`config.mk`:
```
export PLATFORM = sky130hd
export DESIGN_NAME = bcd_share_ctrl
export DESIGN_NICKNAME = d
export VERILOG_FILES = /design/src/rtl/bcd_pkg.sv /design/src/rtl/bcd_dabble_iter.sv /design/src/rtl/bcd_share_ctrl.sv
export SDC_FILE = /design/constraint.sdc
export NUM_CORES = 1
export LEC_CHECK = 0
export CAP_MARGIN = 25
export CORE_MARGIN = 5
export CORE_UTILIZATION = 50
export DETAILED_ROUTE_END_ITERATION = 7
export PLACE_DENSITY_LB_ADDON = 0.2
export SLEW_MARGIN = 20
export SYNTH_ARGS = -nofsm -noshare
export SYNTH_HDL_FRONTEND = slang
export SYNTH_SLANG_ARGS = --single-unit
```
`constraint.sdc`:
```
create_clock -name clk -period 2.75 [get_ports clk]
set_input_delay 0.55 -clock clk [delete_from_list [all_inputs] [get_ports clk]]
set_output_delay 0.55 -clock clk [all_outputs]
set_load 0.01 [all_outputs]
```
`src/rtl/bcd_pkg.sv`:
```
// Shared definitions for the time-shared binary-to-BCD conversion block.
//   state_e      : arbiter/converter FSM state encoding
//   BIN_W        : binary width of one field
//   SHIFT_CYCLES : shift steps per conversion (one per binary bit)
//   BCD_SAT      : digit value used when a result does not fit in two digits
//   add3_if_ge5  : double-dabble digit correction applied before every shift
package bcd_pkg;

    typedef enum logic [1:0] {
        StIdle  = 2'd0,
        StLoad  = 2'd1,
        StShift = 2'd2,
        StWrite = 2'd3
    } state_e;

    localparam int unsigned BIN_W        = 8;
    localparam int unsigned SHIFT_CYCLES = 8;
    localparam logic [3:0]  BCD_SAT      = 4'd9;

    function automatic logic [3:0] add3_if_ge5(input logic [3:0] nib);
        return (nib >= 4'd5) ? nib + 4'd3 : nib;
    endfunction

endpackage

```
`src/rtl/bcd_dabble_iter.sv`:
```
// Iterative double-dabble converter, one binary bit per cycle, MSB first.
//   clk, rst : clock, asynchronous active-high reset
//   start    : load bin and clear the BCD accumulators (the caller's LOAD cycle)
//   bin      : binary value sampled while start is high
//   hundreds : hundreds digit (0..2)
//   tens     : tens digit
//   ones     : ones digit
//   last     : high during the final shift cycle
// The digit outputs present the value produced by the current cycle's shift, so
// while last is high they already carry the finished result and the caller can
// register it on the same edge as the final shift.
module bcd_dabble_iter import bcd_pkg::*; (
    input  logic             clk,
    input  logic             rst,
    input  logic             start,
    input  logic [BIN_W-1:0] bin,
    output logic [1:0]       hundreds,
    output logic [3:0]       tens,
    output logic [3:0]       ones,
    output logic             last
);

    localparam int unsigned        CNT_W    = $clog2(SHIFT_CYCLES);
    localparam logic [CNT_W-1:0] CNT_LAST = CNT_W'(SHIFT_CYCLES - 1);

    logic [BIN_W-1:0] sr_q;
    logic [1:0]       hun_q;
    logic [3:0]       ten_q;
    logic [3:0]       one_q;
    logic [CNT_W-1:0] cnt_q;
    logic             run_q;

    logic [3:0]       ten_adj;
    logic [3:0]       one_adj;
    logic [1:0]       hun_d;
    logic [3:0]       ten_d;
    logic [3:0]       one_d;
    logic [BIN_W-1:0] sr_d;

    // One double-dabble step: correct digits >= 5, then shift the whole chain left.
    // Hundreds never reaches 5 for an 8-bit input, so it needs no correction.
    always_comb begin
        ten_adj = add3_if_ge5(ten_q);
        one_adj = add3_if_ge5(one_q);
        hun_d   = {hun_q[0], ten_adj[3]};
        ten_d   = {ten_adj[2:0], one_adj[3]};
        one_d   = {one_adj[2:0], sr_q[BIN_W-1]};
        sr_d    = {sr_q[BIN_W-2:0], 1'b0};
    end

    always_ff @(posedge clk or posedge rst) begin
        if (rst) begin
            sr_q  <= '0;
            hun_q <= '0;
            ten_q <= '0;
            one_q <= '0;
            cnt_q <= '0;
            run_q <= 1'b0;
        end else if (start) begin
            sr_q  <= bin;
            hun_q <= '0;
            ten_q <= '0;
            one_q <= '0;
            cnt_q <= '0;
            run_q <= 1'b1;
        end else if (run_q) begin
            sr_q  <= sr_d;
            hun_q <= hun_d;
            ten_q <= ten_d;
            one_q <= one_d;
            cnt_q <= cnt_q + 1'b1;
            if (cnt_q == CNT_LAST) begin
                run_q <= 1'b0;
            end
        end
    end

    assign hundreds = hun_d;
    assign tens     = ten_d;
    assign ones     = one_d;
    assign last     = run_q && (cnt_q == CNT_LAST);

endmodule

```
`src/rtl/bcd_share_ctrl.sv`:
```
// Shares one iterative binary-to-BCD converter among N_FIELDS watch fields.
//   clk, rst  : clock, asynchronous active-high reset
//   req       : per-field request (pulse or level), latched into pending bits
//   bin_flat  : field values, field k at [8k+7:8k]
//   tens_flat : registered tens digit per field, field k at [4k+3:4k]
//   ones_flat : registered ones digit per field, field k at [4k+3:4k]
//   ovf       : per field, last converted value exceeded 99 (digits saturated 9/9)
//   done      : one-hot one-cycle pulse in the cycle a field's digits update
//   busy      : high from LOAD through WRITE
// Round-robin arbitration: the first pending field at or after rr_q wins, and
// rr_q moves past the serviced field once its digits are written.
module bcd_share_ctrl #(
    parameter int unsigned N_FIELDS = 4,
    parameter int unsigned BIN_W    = 8
) (
    input  logic                      clk,
    input  logic                      rst,
    input  logic [N_FIELDS-1:0]       req,
    input  logic [BIN_W*N_FIELDS-1:0] bin_flat,
    output logic [4*N_FIELDS-1:0]     tens_flat,
    output logic [4*N_FIELDS-1:0]     ones_flat,
    output logic [N_FIELDS-1:0]       ovf,
    output logic [N_FIELDS-1:0]       done,
    output logic                      busy
);
    import bcd_pkg::*;

    localparam int unsigned IDX_W = (N_FIELDS > 1) ? $clog2(N_FIELDS) : 1;
    localparam logic [IDX_W-1:0] IDX_LAST = IDX_W'(N_FIELDS - 1);

    state_e                     state_q;
    logic [N_FIELDS-1:0]        pending_q;
    logic [IDX_W-1:0]           rr_q;
    logic [IDX_W-1:0]           grant_q;
    logic [N_FIELDS-1:0][3:0]   tens_q;
    logic [N_FIELDS-1:0][3:0]   ones_q;
    logic [N_FIELDS-1:0]        ovf_q;
    logic [N_FIELDS-1:0]        done_q;
    logic                       busy_q;

    logic [N_FIELDS-1:0][BIN_W-1:0] bin_arr;
    logic [BIN_W-1:0]               sel_bin;
    logic                           gnt_found;
    logic [IDX_W-1:0]               gnt_idx;
    logic [IDX_W-1:0]               cand;
    logic [N_FIELDS-1:0]            grant_oh;
    logic [IDX_W-1:0]               rr_next;

    logic       dab_start;
    logic [1:0] dab_hun;
    logic [3:0] dab_tens;
    logic [3:0] dab_ones;
    logic       dab_last;

    assign bin_arr = bin_flat;
    assign sel_bin = bin_arr[grant_q];

    // Rotating priority search starting at the round-robin pointer.
    always_comb begin
        gnt_found = 1'b0;
        gnt_idx   = '0;
        cand      = '0;
        for (int i = 0; i < int'(N_FIELDS); i++) begin
            cand = IDX_W'((int'(rr_q) + i) % int'(N_FIELDS));
            if (!gnt_found && pending_q[cand]) begin
                gnt_found = 1'b1;
                gnt_idx   = cand;
            end
        end
    end

    always_comb begin
        grant_oh          = '0;
        grant_oh[grant_q] = 1'b1;
        rr_next           = (grant_q == IDX_LAST) ? '0 : grant_q + 1'b1;
    end

    assign dab_start = (state_q == StLoad);

    bcd_dabble_iter u_dabble (
        .clk      (clk),
        .rst      (rst),
        .start    (dab_start),
        .bin      (sel_bin),
        .hundreds (dab_hun),
        .tens     (dab_tens),
        .ones     (dab_ones),
        .last     (dab_last)
    );

    always_ff @(posedge clk or posedge rst) begin
        if (rst) begin
            state_q   <= StIdle;
            pending_q <= '0;
            rr_q      <= '0;
            grant_q   <= '0;
            tens_q    <= '0;
            ones_q    <= '0;
            ovf_q     <= '0;
            done_q    <= '0;
            busy_q    <= 1'b0;
        end else begin
            done_q    <= '0;
            pending_q <= pending_q | req;
            unique case (state_q)
                StIdle: begin
                    if (gnt_found) begin
                        grant_q <= gnt_idx;
                        busy_q  <= 1'b1;
                        state_q <= StLoad;
                    end
                end
                StLoad: begin
                    state_q <= StShift;
                end
                StShift: begin
                    // Digits and done are registered on the final shift edge so
                    // they are visible throughout the WRITE cycle.
                    if (dab_last) begin
                        done_q[grant_q] <= 1'b1;
                        if (dab_hun == 2'd0) begin
                            tens_q[grant_q] <= dab_tens;
                            ones_q[grant_q] <= dab_ones;
                            ovf_q[grant_q]  <= 1'b0;
                        end else begin
                            tens_q[grant_q] <= BCD_SAT;
                            ones_q[grant_q] <= BCD_SAT;
                            ovf_q[grant_q]  <= 1'b1;
                        end
                        state_q <= StWrite;
                    end
                end
                StWrite: begin
                    // A request arriving in this cycle survives the clear.
                    pending_q <= (pending_q & ~grant_oh) | req;
                    rr_q      <= rr_next;
                    busy_q    <= 1'b0;
                    state_q   <= StIdle;
                end
                default: begin
                    state_q <= StIdle;
                end
            endcase
        end
    end

    assign tens_flat = tens_q;
    assign ones_flat = ones_q;
    assign ovf       = ovf_q;
    assign done      = done_q;
    assign busy      = busy_q;

endmodule

```
==> flow_results.xml, run 1 <==
<?xml version="1.0" encoding="UTF-8"?>
<metrics>
  <group name="worst_setup_path">
    <metric name="timing.reg2reg.worst_path_depth" unit="">7</metric>
    <metric name="r2r-start" unit="">u_dabble.cnt_q[0]</metric>
    <metric name="timing.critical_path.fanout_max" unit="">17</metric>
    <metric name="cp-endpoint" unit="">tens_flat[8]</metric>
    <metric name="worst_r2r_endpoint" unit="">tens_flat[8]</metric>
    <metric name="crit_end_category" unit="">flop</metric>
    <metric name="cp-startpoint" unit="">u_dabble.cnt_q[0]</metric>
    <metric name="startpoint_type" unit="">flop</metric>
    <metric name="cp.required" unit="ps">2970</metric>
    <metric name="rrSetupSlack" unit="ps">890</metric>
    <metric name="timing.critical_path.arrival" unit="ps">2080</metric>
    <metric name="crit_type" unit="">reg2reg</metric>
  </group>
  <group name="floorplanning">
    <metric name="core.rowCount" unit="">30</metric>
    <metric name="floorplan.die_area" unit="mm^2">0.00867</metric>
    <metric name="floorplan.initialDensity" unit="%">51.1</metric>
    <metric name="vertical_die_dimension" unit="um">93.1</metric>
    <metric name="fp.dieW" unit="um">93.1</metric>
    <metric name="fp.coreArea" unit="mm^2">0.00676</metric>
    <metric name="io-pin-count" unit="">79</metric>
  </group>
  <group name="synthesis">
    <metric name="predominant_post_synthesis_flop_cell" unit="">dfrtp_1</metric>
    <metric name="synth-seq-area-share" unit="%">52.2</metric>
    <metric name="postSynthRegisterBits" unit="">72</metric>
    <metric name="synth_area_per_cell" unit="um^2">10.5</metric>
    <metric name="synth-warning-count" unit="">0</metric>
    <metric name="postSynthNetCount" unit="">382</metric>
    <metric name="netlist_area_before_placement" unit="mm^2">0.00345</metric>
    <metric name="synth_edf_count" unit="">0</metric>
    <metric name="post_synth_num_cell_types" unit="">44</metric>
    <metric name="async_flop_share" unit="%">100</metric>
    <metric name="synthesis.instances" unit="">329</metric>
  </group>
  <group name="timing">
    <metric name="period_needed" unit="ps">1860</metric>
    <metric name="least_margin_pin_slew" unit="ps">550</metric>
    <metric name="slew_violations" unit="">0</metric>
    <metric name="fin_skew" unit="ps">11.8</metric>
    <metric name="setup_viol_count_final" unit="">0</metric>
    <metric name="timing.max_slew.rel_slack" unit="%">63.2</metric>
    <metric name="hold_viol_final" unit="">0</metric>
    <metric name="finalSetupTns" unit="ps">0</metric>
    <metric name="timing.final.crit_share" unit="%">67.7</metric>
    <metric name="timing.fmax" unit="MHz">537</metric>
    <metric name="rsz0062_at_grt" unit="">false</metric>
  </group>
  <group name="clock_network">
    <metric name="htreeDepth" unit="">3</metric>
    <metric name="post-cts-setup-buffers" unit="">0</metric>
    <metric name="clock_insertion_delay_worst_skew" unit="ps">350</metric>
    <metric name="cts-root-to-sink-buffers" unit="">2</metric>
    <metric name="clockRootBuffer" unit="">clkbuf_8</metric>
    <metric name="cts_num_sinks" unit="">72</metric>
    <metric name="cts_tree" unit="">yes</metric>
    <metric name="cts.reportedPaths.clkPinSlew" unit="ps">80</metric>
    <metric name="cts_made_buffers" unit="">9</metric>
    <metric name="post_cts.resized_instances" unit="">0</metric>
    <metric name="cts_hold_buffers_added" unit="">0</metric>
  </group>
  <group name="route">
    <metric name="route.detailed.vias_per_inst" unit="">5.44</metric>
    <metric name="drt_iter0_markers" unit="">134</metric>
    <metric name="drtPass1Iterations" unit="">4</metric>
    <metric name="routed_wirelength" unit="um">7160</metric>
    <metric name="wl_per_cell" unit="um">14.5</metric>
    <metric name="drc" unit="">0</metric>
    <metric name="route.vias.total" unit="">2681</metric>
    <metric name="postRouteAntennaNets" unit="">0</metric>
  </group>
  <group name="outcome">
    <metric name="outcome" unit="">completed</metric>
  </group>
  <group name="grt">
    <metric name="maximum_number_of_pins_on_one_net_before_global_route_repair" unit="">52</metric>
    <metric name="grt.total_usage" unit="%">17.8</metric>
    <metric name="grt_pass1_wl" unit="um">12100</metric>
    <metric name="antenna_violations_before_repair" unit="">0</metric>
    <metric name="grt_pass1_vias" unit="">2592</metric>
    <metric name="global_route.overflow_total" unit="">0</metric>
  </group>
  <group name="finish">
    <metric name="final_design_area_no_fill" unit="mm^2">0.00456</metric>
    <metric name="filler_cell_count" unit="">531</metric>
    <metric name="stdcell_count" unit="">493</metric>
    <metric name="layout_cells_sized_above_1" unit="%">10.2</metric>
    <metric name="insertedDiodeCount" unit="">0</metric>
    <metric name="multiInputGateArea" unit="mm^2">0.00153</metric>
    <metric name="seqCellArea" unit="mm^2">0.00180</metric>
    <metric name="synthToLayoutAreaGrowth" unit="%">32.1</metric>
    <metric name="design.final.nets" unit="">461</metric>
  </group>
  <group name="place">
    <metric name="place_congestion" unit="">0.846</metric>
    <metric name="place_area" unit="mm^2">0.00432</metric>
    <metric name="dp_cells" unit="">477</metric>
    <metric name="dp_hpwl" unit="um">5420</metric>
    <metric name="number_of_i_o_port_buffers" unit="">78</metric>
  </group>
  <group name="power_and_ir_drop">
    <metric name="worst_ir_drop_vdd" unit="V">0.000402</metric>
    <metric name="power_density" unit="mW/mm^2">1070</metric>
    <metric name="totalPowerFinal" unit="uW">4870</metric>
    <metric name="p_leak" unit="uW">0.00207</metric>
  </group>
  <group name="run">
    <metric name="maxCapViolations" unit="">0</metric>
  </group>
  <group name="hold_path">
    <metric name="min-delay-path-class" unit="">reg2reg</metric>
  </group>
</metrics>
routing by layer:
layer | vias to the layer above | wire length [um] | track usage, %
li1 | 1307 | - | -
met1 | 1261 | 3140 | 22.1
met2 | 93 | 3330 | 28.6
met3 | 20 | 466 | 3.78
met4 | 0 | 222 | 10.4
met5 | - | 0 | 0
where the power goes:
group,leakage (uW),switching (uW),total [uW],internal (uW)
combinational,0.00101,1070,2090,1020
clock,0.000119,405,1010,603
sequential,0.000935,341,1770,1420
sequential cells by signal (all words and copies together) (netlist names), named ones only:
register	count
ones_flat	16
tens_flat	16
pending_q	4
u_dabble.hun_q	1
state_q	2
u_dabble.run_q	1
u_dabble.sr_q	8
rr_q	2
grant_q	2
busy	1
u_dabble.ten_q	4
done	4
u_dabble.cnt_q	3
u_dabble.one_q	4
cells in the final DEF, fill, tap and decap left out, types with 2 or more instances in the layout:
| cell type | instances |
|---|---|
| a211o_1 | 4 |
| a21o_1 | 6 |
| a21oi_1 | 8 |
| a311oi_1 | 2 |
| a31oi_1 | 6 |
| and2_1 | 3 |
| buf_4 | 3 |
| bufinv_16 | 3 |
| clkbuf_8 | 9 |
| clkdlybuf4s50_1 | 78 |
| clkinv_4 | 2 |
| dfrtp_1 | 72 |
| ha_1 | 15 |
| inv_1 | 16 |
| mux2i_1 | 11 |
| mux4_2 | 8 |
| nand2_1 | 63 |
| nand2b_1 | 8 |
| nand3_1 | 4 |
| nand4_1 | 2 |
| nor2_1 | 12 |
| nor3_2 | 4 |
| o21ai_0 | 38 |
| o31ai_1 | 8 |
| or3b_2 | 2 |
worst min-delay path by stage:
| stage | end | from | slack [ps] | depth (start not counted) |
|---|---|---|---|---|
| floorplan | pending_q[3] | pending_q[3] | 470 | 1 |
| global placement | ones_flat[15] | ones_flat[15] | 460 | 2 |
| detailed placement | ones_flat[2] | ones_flat[2] | 470 | 2 |
| CTS | tens_flat[1] | tens_flat[1] | 490 | 2 |
| global route | ones_flat[13] | ones_flat[13] | 500 | 2 |
| finish | ones_flat[13] | ones_flat[13] | 480 | 2 |
worst max-delay path, stage by stage, from the launching register on:
cell	delay, ps
dfrtp_1	400
ha_1	210
ha_1	200
and3_1	180
nand2_1	430
inv_1	150
nor2_1	110
a31oi_1	50
metrics by stage:
stage	utilization [%]	setup slack, ps	hold WS (ps)
after floorplan	-	375	473
after global placement	63.9	906	463
after detailed placement	63.9	872	470
after CTS	67.5	856	487
after global routing	67.5	737	505
final	67.5	887	479
kinds of logic (layout without fill, tap and decap cells):
| family | after synthesis | in the layout | share of synthesized area, % |
|---|---|---|---|
| buffers and inverters | 31 | 115 | 3.55 |
| AND/OR/NAND/NOR | 106 | 106 | 14.4 |
| adder cells (fa/ha/maj) | 15 | 15 | 5.44 |
| multiplexers | 20 | 20 | 8.74 |
| flip-flops | 72 | 72 | 52.2 |
| XOR/XNOR | 1 | 1 | 0.254 |
| AO/OA/AOI/OAI | 84 | 84 | 15.4 |
cells in the mapped netlist (5+ instances only):
master / n / area, um^2
a21o_1: 6 / 45.0
a21oi_1: 8 / 40.0
a31oi_1: 6 / 37.5
buf_2: 5 / 25.0
clkbuf_1: 9 / 33.8
dfrtp_1: 72 / 1800
ha_1: 15 / 188
inv_1: 17 / 63.8
mux2i_1: 11 / 110
mux4_2: 8 / 180
nand2_1: 63 / 236
nand2b_1: 8 / 50.1
nor2_1: 12 / 45.0
o21ai_0: 38 / 190
o31ai_1: 8 / 60.1
area by class of cell:
| type | instances | area share [%] |
|---|---|---|
| clock buffers | 9 | 2.72 |
| clock inverters | 7 | 2.63 |
| inverters | 17 | 1.40 |
| multi-input cells | 226 | 33.5 |
| flip-flops and latches | 72 | 39.5 |
| well taps | 80 | 2.19 |
| repair buffers | 82 | 18.1 |
Power figures use the tool's default switching activity.
==> inputs of run 2 (changes only) <==
Settings changed: CORE_UTILIZATION 50 to 45.
Clock period 2.75 ns to 1.6 ns, I/O delays scaled along.
==> run 2 against run 1 <==
  * The flow now finishes with violations (setup timing)
  * Maximum frequency grew 14%
  * Hold slack got worse by 76 ps
  * Sequential power rose by 68%
  * Largest cell class unchanged
  * Count of clock-buffer cells in the layout is 1 higher
  * Worst setup slack lost 920 ps
  * Total power is 79% higher
  * Non-clock buffer count rose by 30
==> flow_results.xml, run 2 (synthesized netlist as in run 1, its figures left out) <==
<?xml version="1.0" encoding="UTF-8"?>
<metrics>
  <group name="timing">
    <metric name="least_margin_pin_slew" unit="ps">401</metric>
    <metric name="timing.final.crit_share" unit="%">102</metric>
    <metric name="timing.max_slew.rel_slack" unit="%">73.3</metric>
    <metric name="final_critical_path_setup_slack" unit="ps">-33.9</metric>
    <metric name="slew_violations" unit="">0</metric>
    <metric name="rsz0062_at_grt" unit="">true</metric>
    <metric name="setup_viol_count_final" unit="">14</metric>
    <metric name="hold_viol_final" unit="">0</metric>
    <metric name="timing.fmax" unit="MHz">612</metric>
    <metric name="period_needed" unit="ps">1630</metric>
    <metric name="fin_skew" unit="ps">13.5</metric>
  </group>
  <group name="finish">
    <metric name="stdcell_count" unit="">545</metric>
    <metric name="layout_cells_sized_above_1" unit="%">21.4</metric>
    <metric name="most_frequent_standard_cell_in_the_layout_excluding_fill_and_tap_cells" unit="">dfrtp_1</metric>
    <metric name="filler_cell_count" unit="">616</metric>
    <metric name="seqCellArea" unit="mm^2">0.00180</metric>
    <metric name="synthToLayoutAreaGrowth" unit="%">44.8</metric>
    <metric name="final_cell_mix" unit="">71 x dfrtp_1, 57 x nand2_1, 50 x clkdlybuf4s50_1, 26 x buf_4, 21 x o21ai_0</metric>
    <metric name="multiInputGateArea" unit="mm^2">0.00167</metric>
    <metric name="design.final.nets" unit="">491</metric>
    <metric name="insertedDiodeCount" unit="">0</metric>
  </group>
  <group name="clock_network">
    <metric name="cts_num_sinks" unit="">72</metric>
    <metric name="cts_hold_buffers_added" unit="">0</metric>
    <metric name="htreeDepth" unit="">3</metric>
    <metric name="clockRootBuffer" unit="">clkbuf_8</metric>
    <metric name="cts-root-to-sink-buffers" unit="">2</metric>
    <metric name="cts.reportedPaths.clkPinSlew" unit="ps">80</metric>
    <metric name="cts_made_buffers" unit="">9</metric>
    <metric name="cts_tree" unit="">yes</metric>
    <metric name="clock_insertion_delay_worst_skew" unit="ps">340</metric>
  </group>
  <group name="floorplanning">
    <metric name="core.rowCount" unit="">32</metric>
    <metric name="floorplan.initialDensity" unit="%">45.4</metric>
    <metric name="io-pin-count" unit="">79</metric>
    <metric name="fp.coreArea" unit="mm^2">0.00761</metric>
    <metric name="vertical_die_dimension" unit="um">97.6</metric>
    <metric name="fp.dieW" unit="um">97.6</metric>
    <metric name="floorplan.die_area" unit="mm^2">0.00952</metric>
  </group>
  <group name="grt">
    <metric name="maximum_number_of_pins_on_one_net_before_global_route_repair" unit="">73</metric>
    <metric name="global_route.overflow_total" unit="">0</metric>
    <metric name="grt.total_usage" unit="%">17.2</metric>
    <metric name="grt_pass1_vias" unit="">2918</metric>
    <metric name="grt_pass1_wl" unit="um">13400</metric>
    <metric name="antenna_violations_before_repair" unit="">0</metric>
  </group>
  <group name="power_and_ir_drop">
    <metric name="totalPowerFinal" unit="uW">8690</metric>
    <metric name="power_density" unit="mW/mm^2">1740</metric>
    <metric name="worst_ir_drop_vdd" unit="V">0.000838</metric>
    <metric name="p_leak" unit="uW">0.00258</metric>
  </group>
  <group name="route">
    <metric name="postRouteAntennaNets" unit="">0</metric>
    <metric name="route.detailed.vias_per_inst" unit="">5.24</metric>
    <metric name="routed_wirelength" unit="um">8130</metric>
    <metric name="drc" unit="">0</metric>
    <metric name="drt_iter0_markers" unit="">87</metric>
    <metric name="drtPass1Iterations" unit="">4</metric>
    <metric name="wl_per_cell" unit="um">14.9</metric>
    <metric name="route.vias.total" unit="">2854</metric>
  </group>
  <group name="outcome">
    <metric name="outcome" unit="">complete, but fails checks</metric>
    <metric name="violations_in_the_final_reports" unit="">setup timing</metric>
  </group>
  <group name="place">
    <metric name="number_of_i_o_port_buffers" unit="">78</metric>
    <metric name="dp_hpwl" unit="um">5960</metric>
    <metric name="place_congestion" unit="">0.762</metric>
    <metric name="dp_cells" unit="">527</metric>
  </group>
  <group name="worst_setup_path">
    <metric name="timing.critical_path.arrival" unit="ps">1860</metric>
    <metric name="crit_type" unit="">reg2reg</metric>
    <metric name="crit_end_category" unit="">flop</metric>
    <metric name="startpoint_type" unit="">flop</metric>
    <metric name="timing.critical_path.fanout_max" unit="">4</metric>
    <metric name="cp.required" unit="ps">1820</metric>
  </group>
  <group name="run">
    <metric name="maxCapViolations" unit="">0</metric>
  </group>
  <group name="hold_path">
    <metric name="min-delay-path-class" unit="">in2async</metric>
  </group>
</metrics>
[run 2: area by class of cell]
type | instances | area share, %
multi-input cells | 226 | 33.5
clock inverters | 6 | 0.901
well taps | 102 | 2.55
flip-flops and latches | 72 | 36.1
repair buffers | 112 | 23.1
inverters | 17 | 1.35
clock buffers | 10 | 2.55
[run 2: per-stage QoR]
| step | hold WS, ps | TNS (ps) | instance area (um^2) | util, % | setup slack, ps |
|---|---|---|---|---|---|
| final | 403 | -247 | 5000 | 65.7 | -33.9 |
| after global routing | 452 | -1240 | 5000 | 65.7 | -99.0 |
| after CTS | 433 | -281 | 4830 | 63.5 | -57.7 |
| after detailed placement | 472 | -1170 | 4610 | 60.6 | -89.2 |
| after global placement | 460 | -25.6 | 4610 | 60.6 | -10.3 |
| after floorplan | 412 | -122 | 3460 | - | -14.6 |
[run 2: worst max-delay path: stages (launching register included)]
cell and delay [ps]:
dfrtp_2 410, inv_2 40, ha_2 180, and2b_2 230
or3_4 370, nand4_1 190, o21ai_1 90
[run 2: metal layers]
layer  vias to the layer above  share of wire [%]  GRT usage [%]
li1                       1377                  -              -
met2                        92                 51           30.0
met5                         -                  0              0
met4                         0               0.53           5.43
met1                      1379                 43           21.2
met3                         6                5.0           3.80
[run 2: power breakdown]
group,total [uW],switching (uW),internal [uW]
registers,2980,533,2450
clock network,1280,710,568
logic,4430,2220,2220
[run 2: path summary, 6_finish.rpt]
kind	slack, ps	to	cells after the start	from
min in group clk	490	ones_flat[13]	2	ones_flat[13]
worst min register to register	490	ones_flat[13]	2	ones_flat[13]
worst max-delay path	-30	ones_flat[10]	6	u_dabble.ten_q[0]
worst min-delay path	400	pending_q[2]	3	rst
worst max register to register	-30	ones_flat[10]	6	u_dabble.ten_q[0]
max in group asynchronous	830	u_dabble.ten_q[0]	3	rst
[run 2: timing repair]
action / 4_1_cts / 5_1_grt
setup endpoints to repair: 45 / 59
hold endpoints to repair: 0 / 0
setup buffers: 1 / 0
pin swaps: 4 / 11
gates cloned: 0 / 1
gates resized for setup: 31 / 50
